[config.mk]
export PLATFORM = sky130hd
export DESIGN_NAME = alarm_sequencer
export DESIGN_NICKNAME = d
export VERILOG_FILES = /design/src/rtl/alarm_seq_pkg.sv /design/src/rtl/tmr_ctrl.sv /design/src/rtl/alarm_sequencer.sv
export SDC_FILE = /design/constraint.sdc
export NUM_CORES = 1
export LEC_CHECK = 0
export BUFFER_PORTS_ARGS = -buffer_cell sky130_fd_sc_hd__clkbuf_2
export CORE_MARGIN = 2
export CORE_UTILIZATION = 58
export CTS_BUF_LIST = sky130_fd_sc_hd__clkbuf_8
export DETAILED_ROUTE_END_ITERATION = 8
export GPL_TIMING_DRIVEN = 0
export PLACE_DENSITY = 0.92
export SLEW_MARGIN = 20
export SYNTH_ARGS = -nofsm -noshare
export SYNTH_HDL_FRONTEND = slang
export SYNTH_HIERARCHICAL = 1
export SYNTH_SLANG_ARGS = --single-unit
[constraint.sdc]
create_clock -name clkSignal -period 4.6 [get_ports clkSignal]
set_input_delay 1.38 -clock clkSignal [delete_from_list [all_inputs] [get_ports clkSignal]]
set_output_delay 1.38 -clock clkSignal [all_outputs]
set_load 0.05 [all_outputs]
[src/rtl/alarm_seq_pkg.sv]
// Shared definitions for the alarm sequencer: state encoding, timer width
// and default delay lengths, plus a helper that tells which states run the timer.
package alarm_seq_pkg;

   localparam int TMR_W = 18;

   localparam logic [TMR_W-1:0] EXIT_TICKS_DEF  = 18'd30;
   localparam logic [TMR_W-1:0] ENTRY_TICKS_DEF = 18'd15;
   localparam logic [TMR_W-1:0] SIREN_TICKS_DEF = 18'd180;

   typedef enum logic [2:0] {
      ST_DISARMED = 3'd0,
      ST_EXIT     = 3'd1,
      ST_ARMED    = 3'd2,
      ST_ENTRY    = 3'd3,
      ST_ALARM    = 3'd4
   } state_t;

   // States that own the shared delay timer while they are active.
   function automatic logic is_timed(state_t s);
      return (s == ST_EXIT) || (s == ST_ENTRY) || (s == ST_ALARM);
   endfunction

endpackage

[src/rtl/tmr_ctrl.sv]
// Timer sequencing: turns a start(ticks) or stop strobe into the registered
// tmr_max / tmr_rst / tmr_en load-then-enable pattern and masks tmr_finish
// while the timer is not counting (including the load cycle).
module tmr_ctrl
   import alarm_seq_pkg::*;
(
   input  logic             clkSignal,
   input  logic             RST,
   input  logic             start,
   input  logic             stop,
   input  logic [TMR_W-1:0] ticks,
   input  logic             finish,
   output logic [TMR_W-1:0] tmr_max,
   output logic             tmr_rst,
   output logic             tmr_en,
   output logic             finish_q
);

   logic run;

   // A finish is only meaningful once the timer has been enabled after its load cycle.
   assign finish_q = finish & tmr_en;

   // Load cycle holds the timer in restart; enable follows from the next cycle while running.
   always_ff @(posedge clkSignal or posedge RST) begin
      if (RST) begin
         tmr_max <= '0;
         tmr_rst <= 1'b0;
         tmr_en  <= 1'b0;
         run     <= 1'b0;
      end else if (start) begin
         tmr_max <= ticks;
         tmr_rst <= 1'b1;
         tmr_en  <= 1'b0;
         run     <= 1'b1;
      end else if (stop) begin
         tmr_rst <= 1'b1;
         tmr_en  <= 1'b0;
         run     <= 1'b0;
      end else begin
         tmr_rst <= 1'b0;
         tmr_en  <= run;
      end
   end

endmodule

[src/rtl/alarm_sequencer.sv]
// Arming/alarm state machine of the home-alarm module. Sequences the shared
// delay timer through exit delay, entry delay and siren duration.
// Optional build macro ALARM_SEQ_TAMPER_EN adds a level 'tamper' input that
// forces ALARM from any state (priority just below disarm_req).
module alarm_sequencer
   import alarm_seq_pkg::*;
#(
   parameter int               NZONES       = 4,
   parameter logic [NZONES-1:0] INSTANT_MASK = 4'b0001,
   parameter logic [TMR_W-1:0] EXIT_TICKS   = EXIT_TICKS_DEF,
   parameter logic [TMR_W-1:0] ENTRY_TICKS  = ENTRY_TICKS_DEF,
   parameter logic [TMR_W-1:0] SIREN_TICKS  = SIREN_TICKS_DEF
)(
   input  logic              clkSignal,
   input  logic              RST,
   input  logic              arm_req,
   input  logic              disarm_req,
   input  logic [NZONES-1:0] zone_trip,
   input  logic              tmr_finish,
`ifdef ALARM_SEQ_TAMPER_EN
   input  logic              tamper,
`endif
   output logic [TMR_W-1:0]  tmr_max,
   output logic              tmr_en,
   output logic              tmr_rst,
   output logic              siren,
   output logic              armed,
   output logic              alarm_mem,
   output logic              arm_fail,
   output logic [2:0]        state
);

   state_t           state_q;
   state_t           state_nxt;
   logic             arm_fail_nxt;
   logic             restart;
   logic             tmr_start;
   logic             tmr_stop;
   logic [TMR_W-1:0] tmr_ticks;
   logic             finish_q;

   function automatic logic [TMR_W-1:0] ticks_for(state_t s);
      case (s)
         ST_EXIT:  return EXIT_TICKS;
         ST_ENTRY: return ENTRY_TICKS;
         default:  return SIREN_TICKS;
      endcase
   endfunction

   assign state = state_q;

   // State register plus the state-derived registered outputs.
   always_ff @(posedge clkSignal or posedge RST) begin
      if (RST) begin
         state_q   <= ST_DISARMED;
         siren     <= 1'b0;
         armed     <= 1'b0;
         alarm_mem <= 1'b0;
         arm_fail  <= 1'b0;
      end else begin
         state_q   <= state_nxt;
         siren     <= (state_nxt == ST_ALARM);
         armed     <= (state_nxt != ST_DISARMED);
         alarm_mem <= (state_nxt == ST_ALARM) | (alarm_mem & ~disarm_req);
         arm_fail  <= arm_fail_nxt;
      end
   end

   // Next state by priority disarm > (tamper) > finish > zone > arm, then timer strobes.
   always_comb begin
      state_nxt    = state_q;
      arm_fail_nxt = 1'b0;
      restart      = 1'b0;
      tmr_start    = 1'b0;
      tmr_stop     = 1'b0;
      tmr_ticks    = '0;

      if (disarm_req) begin
         state_nxt = ST_DISARMED;
      end
`ifdef ALARM_SEQ_TAMPER_EN
      else if (tamper) begin
         state_nxt = ST_ALARM;
         // Held tamper restarts the siren period once it times out.
         restart   = (state_q == ST_ALARM) && finish_q;
      end
`endif
      else begin
         case (state_q)
            ST_DISARMED: begin
               if (arm_req) begin
                  if (|zone_trip) arm_fail_nxt = 1'b1;
                  else            state_nxt    = ST_EXIT;
               end
            end
            ST_EXIT: begin
               if (finish_q) state_nxt = ST_ARMED;
            end
            ST_ARMED: begin
               if (|(zone_trip & INSTANT_MASK)) state_nxt = ST_ALARM;
               else if (|zone_trip)             state_nxt = ST_ENTRY;
            end
            ST_ENTRY: begin
               if (finish_q || |(zone_trip & INSTANT_MASK)) state_nxt = ST_ALARM;
            end
            ST_ALARM: begin
               if (finish_q) state_nxt = ST_ARMED;
            end
            default: state_nxt = ST_DISARMED;
         endcase
      end

      if (is_timed(state_nxt) && ((state_nxt != state_q) || restart)) begin
         tmr_start = 1'b1;
         tmr_ticks = ticks_for(state_nxt);
      end else if (!is_timed(state_nxt) && is_timed(state_q)) begin
         tmr_stop  = 1'b1;
      end
   end

   tmr_ctrl u_tmr_ctrl (
      .clkSignal (clkSignal),
      .RST       (RST),
      .start     (tmr_start),
      .stop      (tmr_stop),
      .ticks     (tmr_ticks),
      .finish    (tmr_finish),
      .tmr_max   (tmr_max),
      .tmr_rst   (tmr_rst),
      .tmr_en    (tmr_en),
      .finish_q  (finish_q)
   );

endmodule
Word level (Yosys, flattened, before mapping)

Cells that the tools add are included.

Memory bits (writable): 0
Memory bits (read-only): 0
Word-level logic and storage cells: 55
Output and inout port bits: 27
Memories: 0
Bits in latches: 0
Register bits after elaboration: 28

Div/mod/pow operators: 0
Add/sub/neg operators: 0
Equality and inequality tests: 8
Order comparisons: 0
Bitwise logic cells: 4
Multipliers: 0
Shift operators: 0
Muxes and demuxes: 22
Reductions and logical operators: 12

Operator list:

| cell                                                 | number |
|---|---|
| 2-to-1 mux 3 bit                                     | 7 |
| case mux 8 bit (2 select lines)                      | 1 |
| 2-to-1 mux 1 bit                                     | 12 |
| case mux 3 bit (4 select lines)                      | 1 |
| equality test 3 x 2 -> 1 bit (second input constant) | 3 |
| 2-to-1 mux 8 bit                                     | 1 |
| equality test 3 x 1 -> 1 bit (second input constant) | 2 |
| equality test 3 bit (second input constant)          | 2 |
| logical OR 1 bit                                     | 5 |
| OR reduction 4 bit                                   | 1 |
| logical NOT 3 bit                                    | 1 |
| inequality test 3 bit                                | 1 |
| nonzero test 3 bit                                   | 1 |
| bitwise AND 1 bit                                    | 2 |
| logical AND 1 bit                                    | 2 |
| OR reduction 2 bit                                   | 1 |
| logical NOT 1 bit                                    | 1 |
| NOT 1 bit                                            | 1 |
| OR 1 bit                                             | 1 |

Depth between registers and ports, before layout

Gate-level depths: netlist (run 1).

Depth in word-level cells: 14
Depth in mapped cells: 9
Depth with buffers taken out: 8

Modules after synthesis

The synthesis (run 1) kept the hierarchy.

By module, submodules not included:

| module          | sequential area each (um^2) | times used | area an instance (um^2) | cells each |
|---|---|---|---|---|
| tmr_ctrl        | 525.5                       | 1          | 847.1                   | 47 |
| alarm_sequencer | 175.2                       | 1          | 484.2                   | 53 |

Worst setup path after synthesis (run 1)

No wires, ideal clock.

Kind: input-to-reg
Start point: input tmr_finish
End point: register u_tmr_ctrl.tmr_max[0]
Slack: 1065 ps
Data arrival time: 3410 ps
Required time: 4475 ps
Path buffers: 2
Stages on the path: 8
Cell sequence: and2_1 clkbuf_1 a21oi_1 or3_1 a21o_1 a211oi_1 buf_6 mux2_4

Longest elaborated chain between the ends: 10
Elaborated cells on any way between the ends: 16
Classes of those cells: eq/ne (4); mux (7); bitwise (1); reduce/logical (4)

Ends and longest elaborated chain:

| element                                                                      | RTL line               | text |
|---|---|---|
| from (decl)                                                                  | alarm_sequencer.sv:19  | `input logic tmr_finish,` |
| bitwise AND 1 bit (*)                                                        | tmr_ctrl.sv:22         | `assign finish_q = finish & tmr_en;` |
| logical OR 1 bit                                                             | alarm_sequencer.sv:104 | `if (finish_q \|\| \|(zone_trip & INSTANT_MASK)) state_nxt = ST_ALARM;` |
| 2-to-1 mux 3 bit                                                             | alarm_sequencer.sv:104 |  |
| case mux 3 bit (4 select lines) (*)                                          | alarm_sequencer.sv:89  | `case (state_q)` |
| 2-to-1 mux 3 bit (*)                                                         | alarm_sequencer.sv:78  | `if (disarm_req) begin` |
| equality test 3 x 1 -> 1 bit or equality test 3 x 2 -> 1 bit (tied branches) | alarm_seq_pkg.sv:21    | `return (s == ST_EXIT) \|\| (s == ST_ENTRY) \|\| (s == ST_ALARM);` |
| logical OR 1 bit (2 in a row)                                                | alarm_seq_pkg.sv:21    |  |
| logical AND 1 bit (*)                                                        | alarm_sequencer.sv:113 | `if (is_timed(state_nxt) && ((state_nxt != state_q) \|\| restart)) begin` |
| 2-to-1 mux 1 bit (*)                                                         | alarm_sequencer.sv:113 |  |
| net tmr_start                                                                | alarm_sequencer.sv:37  | `logic tmr_start;` |
| to (signal assigned)                                                         | tmr_ctrl.sv:32         | `tmr_max <= ticks;` |
| to (decl)                                                                    | tmr_ctrl.sv:13         | `output logic [TMR_W-1:0] tmr_max,` |

The timed path passes the listed nets; every way through them passes the cells marked *.
A chain may end at the register's enable or synchronous reset.

Final worst setup path (run 1)

Start point: input tmr_finish
End point: register u_tmr_ctrl.tmr_max[16]

Longest elaborated chain between the ends: 10
Elaborated cells on any way between the ends: 14
Classes of those cells: eq/ne (4); mux (5); bitwise (1); reduce/logical (4)

Ends and longest elaborated chain:

| element                                                                      | RTL line               | text |
|---|---|---|
| bitwise AND 1 bit (*)                                                        | tmr_ctrl.sv:22         |  |
| net finish_q                                                                 | alarm_sequencer.sv:40  | `logic finish_q;` |
| logical OR 1 bit                                                             | alarm_sequencer.sv:104 |  |
| 2-to-1 mux 3 bit                                                             | alarm_sequencer.sv:104 |  |
| case mux 3 bit (4 select lines) (*)                                          | alarm_sequencer.sv:89  |  |
| 2-to-1 mux 3 bit (*)                                                         | alarm_sequencer.sv:78  |  |
| equality test 3 x 1 -> 1 bit or equality test 3 x 2 -> 1 bit (tied branches) | alarm_seq_pkg.sv:21    |  |
| logical OR 1 bit (2 in a row)                                                | alarm_seq_pkg.sv:21    |  |
| logical AND 1 bit (*)                                                        | alarm_sequencer.sv:113 |  |
| 2-to-1 mux 1 bit (*)                                                         | alarm_sequencer.sv:113 |  |
| net tmr_start                                                                | alarm_sequencer.sv:37  |  |

Marked as above.

==> impl_results.md, run 1 <==
* Synthesized flop and latch total at 28
* Final Non-Filler Cells at about 180
* Synth Warn # at 6
* Starting Density at 60.8%
* Setup TNS at 0 ns
* Final GP Congestion at 0.811
* Hpwl dp at 2020 um
* Worst-Skew Late Latency at between 0.2 and 0.3 ns
* Row Count at 17
* Filler cells at 153
* Crit path kind: in2reg
* Final hold violations at 0
* Syn-to-layout area delta at 21.3%
* Top cells by area, synth: dfrtp_1 (53%), mux2_4 (19%), nand2b_1 (2.3%)
* Post-synthesis xor/xnor area fraction at 0%
* F_max at 273 MHz
* Synth area leader: dfrtp_1
* Worst endpoint required time at between 4 and 5 ns
* Slew margin rel. at a little under half
* Die Ht at 51.9 um
* Routed vias/inst at ~5.5
* Buf+Inv Stages, Crit Path at 3
* Clock slew at reported path FFs at 0.09 ns
* Multi-input logic area at 593 um2
* CTS tree: done
* Compound-cell area share of the yosys netlist at 8.18%
* First-pass GRT wire length at 4520 um
* Largest family of logic cells by synthesized area: multiplexers
* Worst Tran Pin Value at slightly below 0.8 ns
* Syn Std Cell Area at roughly 1300 um2
* Syn Inst Count at 100
* Simple-Gate Fraction of Synth Area at 11.7%
* DRT Pass-1 Iters at 4
* CP max-delay cell: a211oi_1
* Post-synthesis sequential area ratio at 52.6%
* Max Slew Vio Count at 0
* Initial antenna violation count at 0
* Port Buffers at 34
* Final setup fails at 0
* CP endpoint kind: register
* Drt initial violations at 13
* Reg-to-reg slack, setup at 1.70 ns
* H-tree depth at 1
* Vias in the first global route at 929
* Diode count at 0
* Power per Cell Area at 468 nW/um2
* Leakage at 0.861 nW
* Largest net degree at the start of global routing at 22
* Critical Path Source Type: input pin
* WHS at 0.501 ns
* Synth top area share at between 50% and 60%
* Final wirelength at roughly 2700 um
* Per-cell routed wire length at 15.6 um
* CTS Buf Count at 3
* Post-route ant nets at 0
* CP Capture Point: u_tmr_ctrl/tmr_max[16]
* Crit-path max FO at 10
* Worst reg2reg path depth at 7
* Worst path top cell family by delay: compound AO/OA/AOI/OAI gates
* Fin crit period at roughly 3.7 ns
* # IOs at 36
* Synth async-reset ratio at between 90% and 100%
* Post-synth EDFFs at 0
* Clk sink count at 28
* WP data arrival at approximately 3.8 ns
* Worst path max stage delay at approximately 0.60 ns
* DRC Markers at 0
* Count of hold-fix buffers inserted at cts at 0
* Synthesized area per cell at 13.3 um2
* RSZ-0062 raised after global routing: no
* Max-cap violations at 0
* Mux cell area share after synthesis at 21.5%
* Worst-path cell chain: clkbuf_2, and2_1, clkbuf_1, a21oi_1, or3_1, a21o_1, a211oi_1, buf_6, mux2_4
* Placeable Area at 2190 um2
* Sequential cell area at 701 um2
* Worst r2r src: state[2]
* Post-route core utilization at 73.7%
* Layout cells sized above 1 at roughly 44%
* Root Driver: clkbuf_8
* Final setup skew at between 0.002 and 0.0025 ns
* Status: finished, final reports clean
* Dpl cells at around 170
* Nets at 158
* Via count at 969
* Die extent in x at 51.9 um
* Worst reg2reg endpoint: u_tmr_ctrl/tmr_max[16]
* HP Class: reg2reg
* Post-synth top flop: dfrtp_1
* DIE AREA at 2690 um2
* # Post-CTS Setup Buffers at 0
* Synth Area in Adders at 0%
* Levels on crit path at 9
* Worst VDD drop at 440 uV
* Final worst path period share at 79.6%
* Clk buf depth at 2
* Post-synth cell types at 32
* Overflow after GRT at 0
* PostCTS Resize Cnt at 0
* Gr usage total at 23.8%
* CP startpoint: tmr_finish
power breakdown:
part	internal [W]	leakage (nW)	switching, W
Sequential	0.000294	0.367	0.0000270
Clock	0.0000587	0.0216	0.0000696
Combinational	0.0000912	0.472	0.000215
cells in the mapped netlist, drive strengths merged (2+ instances only):
cell and instances:
a21o 2, nor3 3, buf 6, nor4b 2, or2 2, mux2i 2
nor4 2, nor2 5, dfrtp 28, nor3b 2, inv 8, nand2b 5
mux2 18, a21oi 2
state kept, by name (all words and copies together), names as in the netlist:
| name | count |
|---|---|
| u_tmr_ctrl/tmr_max | 18 |
| state | 3 |
| alarm_mem | 1 |
| arm_fail | 1 |
| armed | 1 |
| siren | 1 |
| u_tmr_ctrl/run | 1 |
| u_tmr_ctrl/tmr_en | 1 |
| u_tmr_ctrl/tmr_rst | 1 |
layer usage:
metal | global-route usage [%] | share of wire, % | vias to the layer above
met5 | 0 | 0 | -
met4 | 11.8 | 2.1 | 0
met3 | 2.87 | 5.8 | 10
met2 | 39.0 | 53 | 54
met1 | 31.0 | 39 | 470
li1 | - | - | 435
cell usage in the layout (no fill, tap or decap), types with 2 or more instances in the layout:
master    synthesis  routed
clkbuf_2          0      34
dfrtp_1          28      28
mux2_4           17      17
conb_1            1      11
inv_1             8       8
nand2b_1          5       5
nor2_1            5       5
buf_2             3       3
nor3_1            3       3
clkbuf_8          0       3
or2_2             2       2
mux2i_1           2       2
a21oi_1           2       2
nor3b_1           2       2
a21o_1            2       2
buf_6             2       2
final cells by class:
| cell class | count | area share, % |
|---|---|---|
| Sequential cell | 28 | 43.4 |
| Multi-Input combinational cell | 67 | 36.7 |
| Timing Repair Buffer | 34 | 10.5 |
| Buffer | 7 | 2.79 |
| Clock buffer | 3 | 2.56 |
| Tap cell | 28 | 2.17 |
| Inverter | 8 | 1.86 |
worst min path at each step:
| stage | start | end | cells after the start | slack, ns |
|---|---|---|---|---|
| finish | u_tmr_ctrl/run | u_tmr_ctrl/run | 2 | 0.50 |
| global route | u_tmr_ctrl/run | u_tmr_ctrl/run | 2 | 0.53 |
| CTS | u_tmr_ctrl/run | u_tmr_ctrl/run | 2 | 0.51 |
| detailed placement | u_tmr_ctrl/run | u_tmr_ctrl/run | 2 | 0.48 |
| global placement | alarm_mem | alarm_mem | 1 | 0.47 |
| floorplan | u_tmr_ctrl/run | u_tmr_ctrl/run | 2 | 0.45 |
kinds of logic after synthesis:
logic type / after synthesis
compound gates: 13
buf+inv: 15
flops: 28
mux: 20
other cells: 1
simple gates: 23
through the flow:
step                      setup WS, ns  instance area [um2]  power [W]
after CTS                        0.973                 1620   0.000760
after floorplan                   1.07                 1370   0.000564
after detailed placement         0.699                 1570   0.000632
after global placement           0.759                 1570   0.000622
final                            0.940                 1620   0.000756
after global routing             0.827                 1620   0.000788
worst register-to-register path, stage by stage (launching register included):
cell	delay, ns
dfrtp_1	0.40
buf_2	0.23
nor3b_1	0.60
nand2b_1	0.11
a21o_1	0.26
a211oi_1	0.60
buf_6	0.27
mux2_4	0.32
Power figures use the tool's default switching activity.
==> inputs of run 2 (changes only) <==
--- a/config.mk
+++ b/config.mk
@@ -5,13 +5,14 @@
 export SDC_FILE = /design/constraint.sdc
 export NUM_CORES = 1
 export LEC_CHECK = 0
+export ABC_AREA = 1
 export BUFFER_PORTS_ARGS = -buffer_cell sky130_fd_sc_hd__clkbuf_2
 export CORE_MARGIN = 2
-export CORE_UTILIZATION = 58
+export CORE_UTILIZATION = 54
 export CTS_BUF_LIST = sky130_fd_sc_hd__clkbuf_8
 export DETAILED_ROUTE_END_ITERATION = 8
 export GPL_TIMING_DRIVEN = 0
-export PLACE_DENSITY = 0.92
+export PLACE_DENSITY = 0.87
 export SLEW_MARGIN = 20
 export SYNTH_ARGS = -nofsm -noshare
 export SYNTH_HDL_FRONTEND = slang
==> constraint.sdc (replaced) <==
create_clock -name clkSignal -period 3.6 [get_ports clkSignal]
set_input_delay 1.08 -clock clkSignal [delete_from_list [all_inputs] [get_ports clkSignal]]
set_output_delay 1.08 -clock clkSignal [all_outputs]
set_load 0.05 [all_outputs]
==> run 2 against run 1 <==
Net effect: register-to-register slack got worse by 0.48 ns; sequential power rose by 15%; via count rose by 21%; count of clock-buffer cells in the layout did not move; critical path depth rose by 5.
==> impl_results.md, run 2 <==
* Slew margin rel. at 48.0% (+0.39 points)
* Post-route ant nets at 0 (unchanged)
* Crit-path max FO at 10 (unchanged)
* Post-synth EDFFs at 0 (unchanged)
* Vias in the first global route at 1119 (+20%)
* Leakage at 1.02 nW (+18%)
* Gr busiest metal: met2
* Dpl cells at 239 (+39%)
* CP endpoint kind: register
* Post-route core utilization at 72.3% (-1.5 points)
* Final hold violations at 0 (unchanged)
* Global routing usage on met1 at 28.5% (-2.5 points)
* Crit path kind: in2reg
* HP Class: reg2reg
* Sequential cell area at 701 um2 (unchanged)
* Synth top area share at 53.5% (+0.85 points)
* Synthesized area per cell at 7.89 um2 (-41%)
* Final wirelength at 2990 um (+9.5%)
* DIE AREA at 2840 um2 (+5.2%)
* Max Slew Vio Count at 0 (unchanged)
* Gr usage total at 23.7% (-0.057 points)
* Worst-Skew Late Latency at 0.28 ns (about the same)
* Clock slew at reported path FFs at 0.10 ns (about the same)
* Layout cells sized above 1 at 26.0% (-18 points)
* Per-cell routed wire length at 12.3 um (-21%)
* Commonest non-fill, non-tap cell in the layout: nand2_1
* Critical Path Source Type: input pin
* Via count at 1175 (+21%)
* DRC Markers at 0 (unchanged)
* Post-synthesis sequential area ratio at 53.5% (+0.85 points)
* Nets at 225 (+42%)
* Combinational power share at 26.1% (-15 points)
* Initial antenna violation count at 0 (unchanged)
* Syn-to-layout area delta at 24.4%
* Status: finished, final reports clean
* CTS Buf Count at 3 (unchanged)
* Sequential Power Share at 44.4% (+1.9 points)
* Met3 capacity usage during global routing at 3.95% (+1.1 points)
* Diode count at 0 (unchanged)
* Syn Std Cell Area at 1310 um2 (-1.6%)
* Max-cap violations at 0 (unchanged)
* Worst VDD drop at 322 uV (-27%)
* Final setup skew at 0.00745 ns (+0.00516 ns)
* # IOs at 36 (unchanged)
* Top cells by count, synth: nand2_1 (77), dfrtp_1 (28), inv_1 (18)
* Count of hold-fix buffers inserted at cts at 0 (unchanged)
* F_max at 372 MHz
* Final Non-Filler Cells at 243 (+39%)
* PostCTS Resize Cnt at 0 (unchanged)
* # Post-CTS Setup Buffers at 0 (unchanged)
* Max reg flops at 18 (unchanged)
* Sw Pwr at 0.000289 W (-7.3%)
* Drt initial violations at 23 (+10)
* Post-synth cell types at 19 (-41%)
* Worst endpoint required time at 3.77 ns (-0.99 ns)
* Hpwl dp at 2170 um (+7.6%)
* Internal power at 0.000542 W (+22%)
* Fin crit period at 2.69 ns
* First-pass GRT wire length at 4840 um (+7.0%)
* Most frequent cell after synthesis: nand2_1
* Placeable Area at 2250 um2 (+2.9%)
* Setup TNS at 0 ns (unchanged)
* Clock share of power at 29.5% (+12 points)
* Routed vias/inst at 4.84 (-13%)
* Filler cells at 175 (+14%)
* Worst Tran Pin Value at 0.779 ns (-0.00589 ns)
* Row Count at 17 (unchanged)
* WP data arrival at 2.86 ns (-0.96 ns)
* CTS tree: done
* Switching Fraction at 34.8% (-6.5 points)
* Top cells by area, synth: dfrtp_1 (53%), nand2_1 (22%), inv_1 (5.2%)
* Power per Cell Area at 510 nW/um2 (+9.0%)
* Final worst path period share at 74.7%
* Overflow after GRT at 0 (unchanged)
* Clk sink count at 28 (unchanged)
* RSZ-0062 raised after global routing: no
* Post-synth top flop: dfrtp_1
* Final GP Congestion at 0.815 (+0.42%)
* Top reg by flops: u_tmr_ctrl/tmr_max
* Synth async-reset ratio at 100% (unchanged)
* Syn Inst Count at 166 (+66%)
* Largest net degree at the start of global routing at 22 (unchanged)
* Synth Warn # at 6 (unchanged)
* Clk buf depth at 2 (unchanged)
* H-tree depth at 1 (unchanged)
* Final setup fails at 0 (unchanged)
* Synth area leader: dfrtp_1
* Die extent in x at 53.3 um (+2.6%)
* Port Buffers at 35 (+2.9%)
* Die Ht at 53.3 um (+2.6%)
* Root Driver: clkbuf_8
* Met2 Use GR at 40.3% (+1.3 points)
* Synthesized flop and latch total at 28 (unchanged)
* Starting Density at 58.1% (-2.7 points)
* DRT Pass-1 Iters at 4 (unchanged)
* Design Power at 0.000831 W (+10%)
* Multi-input logic area at 526 um2 (-11%)
* Reg-to-reg slack, setup at 1.22 ns (-0.48 ns)
* Most frequent cells in the layout: nand2_1 (77), clkbuf_2 (35), dfrtp_1 (28)
==> run 2: changes by cell type in the layout (fill, tap and decap cells not counted), moves of 5 or more <==
cell      before  now
nor2_1         5   13
nand3_1        0    8
mux2_4        17    0
nand2_1        0   77
nand2b_1       5    0
inv_1          8   18
==> run 2: critical path: stages <==
cell and delay (ns):
clkbuf_2 0.08, nand2_1 0.05, inv_1 0.07, nor3_1 0.33
nor2_1 0.14, nand2_2 0.11, nand3_1 0.12, nand2_1 0.13
nor2_2 0.06, nor2_1 0.25, inv_1 0.13, buf_4 0.19
nand2_1 0.06, nand2_1 0.05
==> run 2: cell type report <==
cell class	count	area share, %
sequential	28	43.0
tap	28	2.15
inverter	20	4.61
clock buffer	3	2.53
buffer	4	2.84
timing repair buffer	35	10.8
clock inverter	1	1.84
multi-input combinational	124	32.3
==> run 2: cell families after synthesis <==
| family | after synthesis | synth area share [%] |
|---|---|---|
| simple gates | 109 | 34.9 |
| flops | 28 | 53.5 |
| buf+inv | 24 | 9.26 |
| compound gates | 4 | 2.10 |
| other cells | 1 | 0.286 |
==> run 2: through the flow <==
stage               instance area (um2)  hold slack, ns  setup WS [ns]
CTS                                1630           0.482          0.953
floorplan                          1350           0.436           1.14
detailed placement                 1560           0.457          0.779
global placement                   1560           0.450          0.948
global route                       1630           0.499          0.827
finish                             1630           0.479          0.910
==> run 2: final timing paths <==
check	start	to	cells past startpoint
hold reg to reg	u_tmr_ctrl/tmr_max[9]	u_tmr_ctrl/tmr_max[9]	2
hold / removal	u_tmr_ctrl/tmr_max[9]	u_tmr_ctrl/tmr_max[9]	2
setup / recovery	tmr_finish	u_tmr_ctrl/tmr_max[11]	14
setup reg to reg	state[1]	u_tmr_ctrl/tmr_max[11]	13
min in group asynchronous	RST	state[2]	2
max in group asynchronous	RST	u_tmr_ctrl/tmr_en	2
==> run 2: routing by layer <==
metal | routed length (um) | vias up
met5 | 0 | -
met4 | 47 | 0
met3 | 141 | 8
met2 | 1550 | 40
met1 | 1250 | 546
li1 | - | 581
==> run 2: power groups by stage <==
stage	clock, W	sequential (W)	combinational [W]
6_report	0.000245	0.000369	0.000217
5_1_grt	0.000262	0.000374	0.000232
4_1_cts	0.000248	0.000370	0.000218
3_5_place_dp	0	0.000376	0.000218
3_3_place_gp	0	0.000373	0.000212
2_1_floorplan	0	0.000492	0.0000468
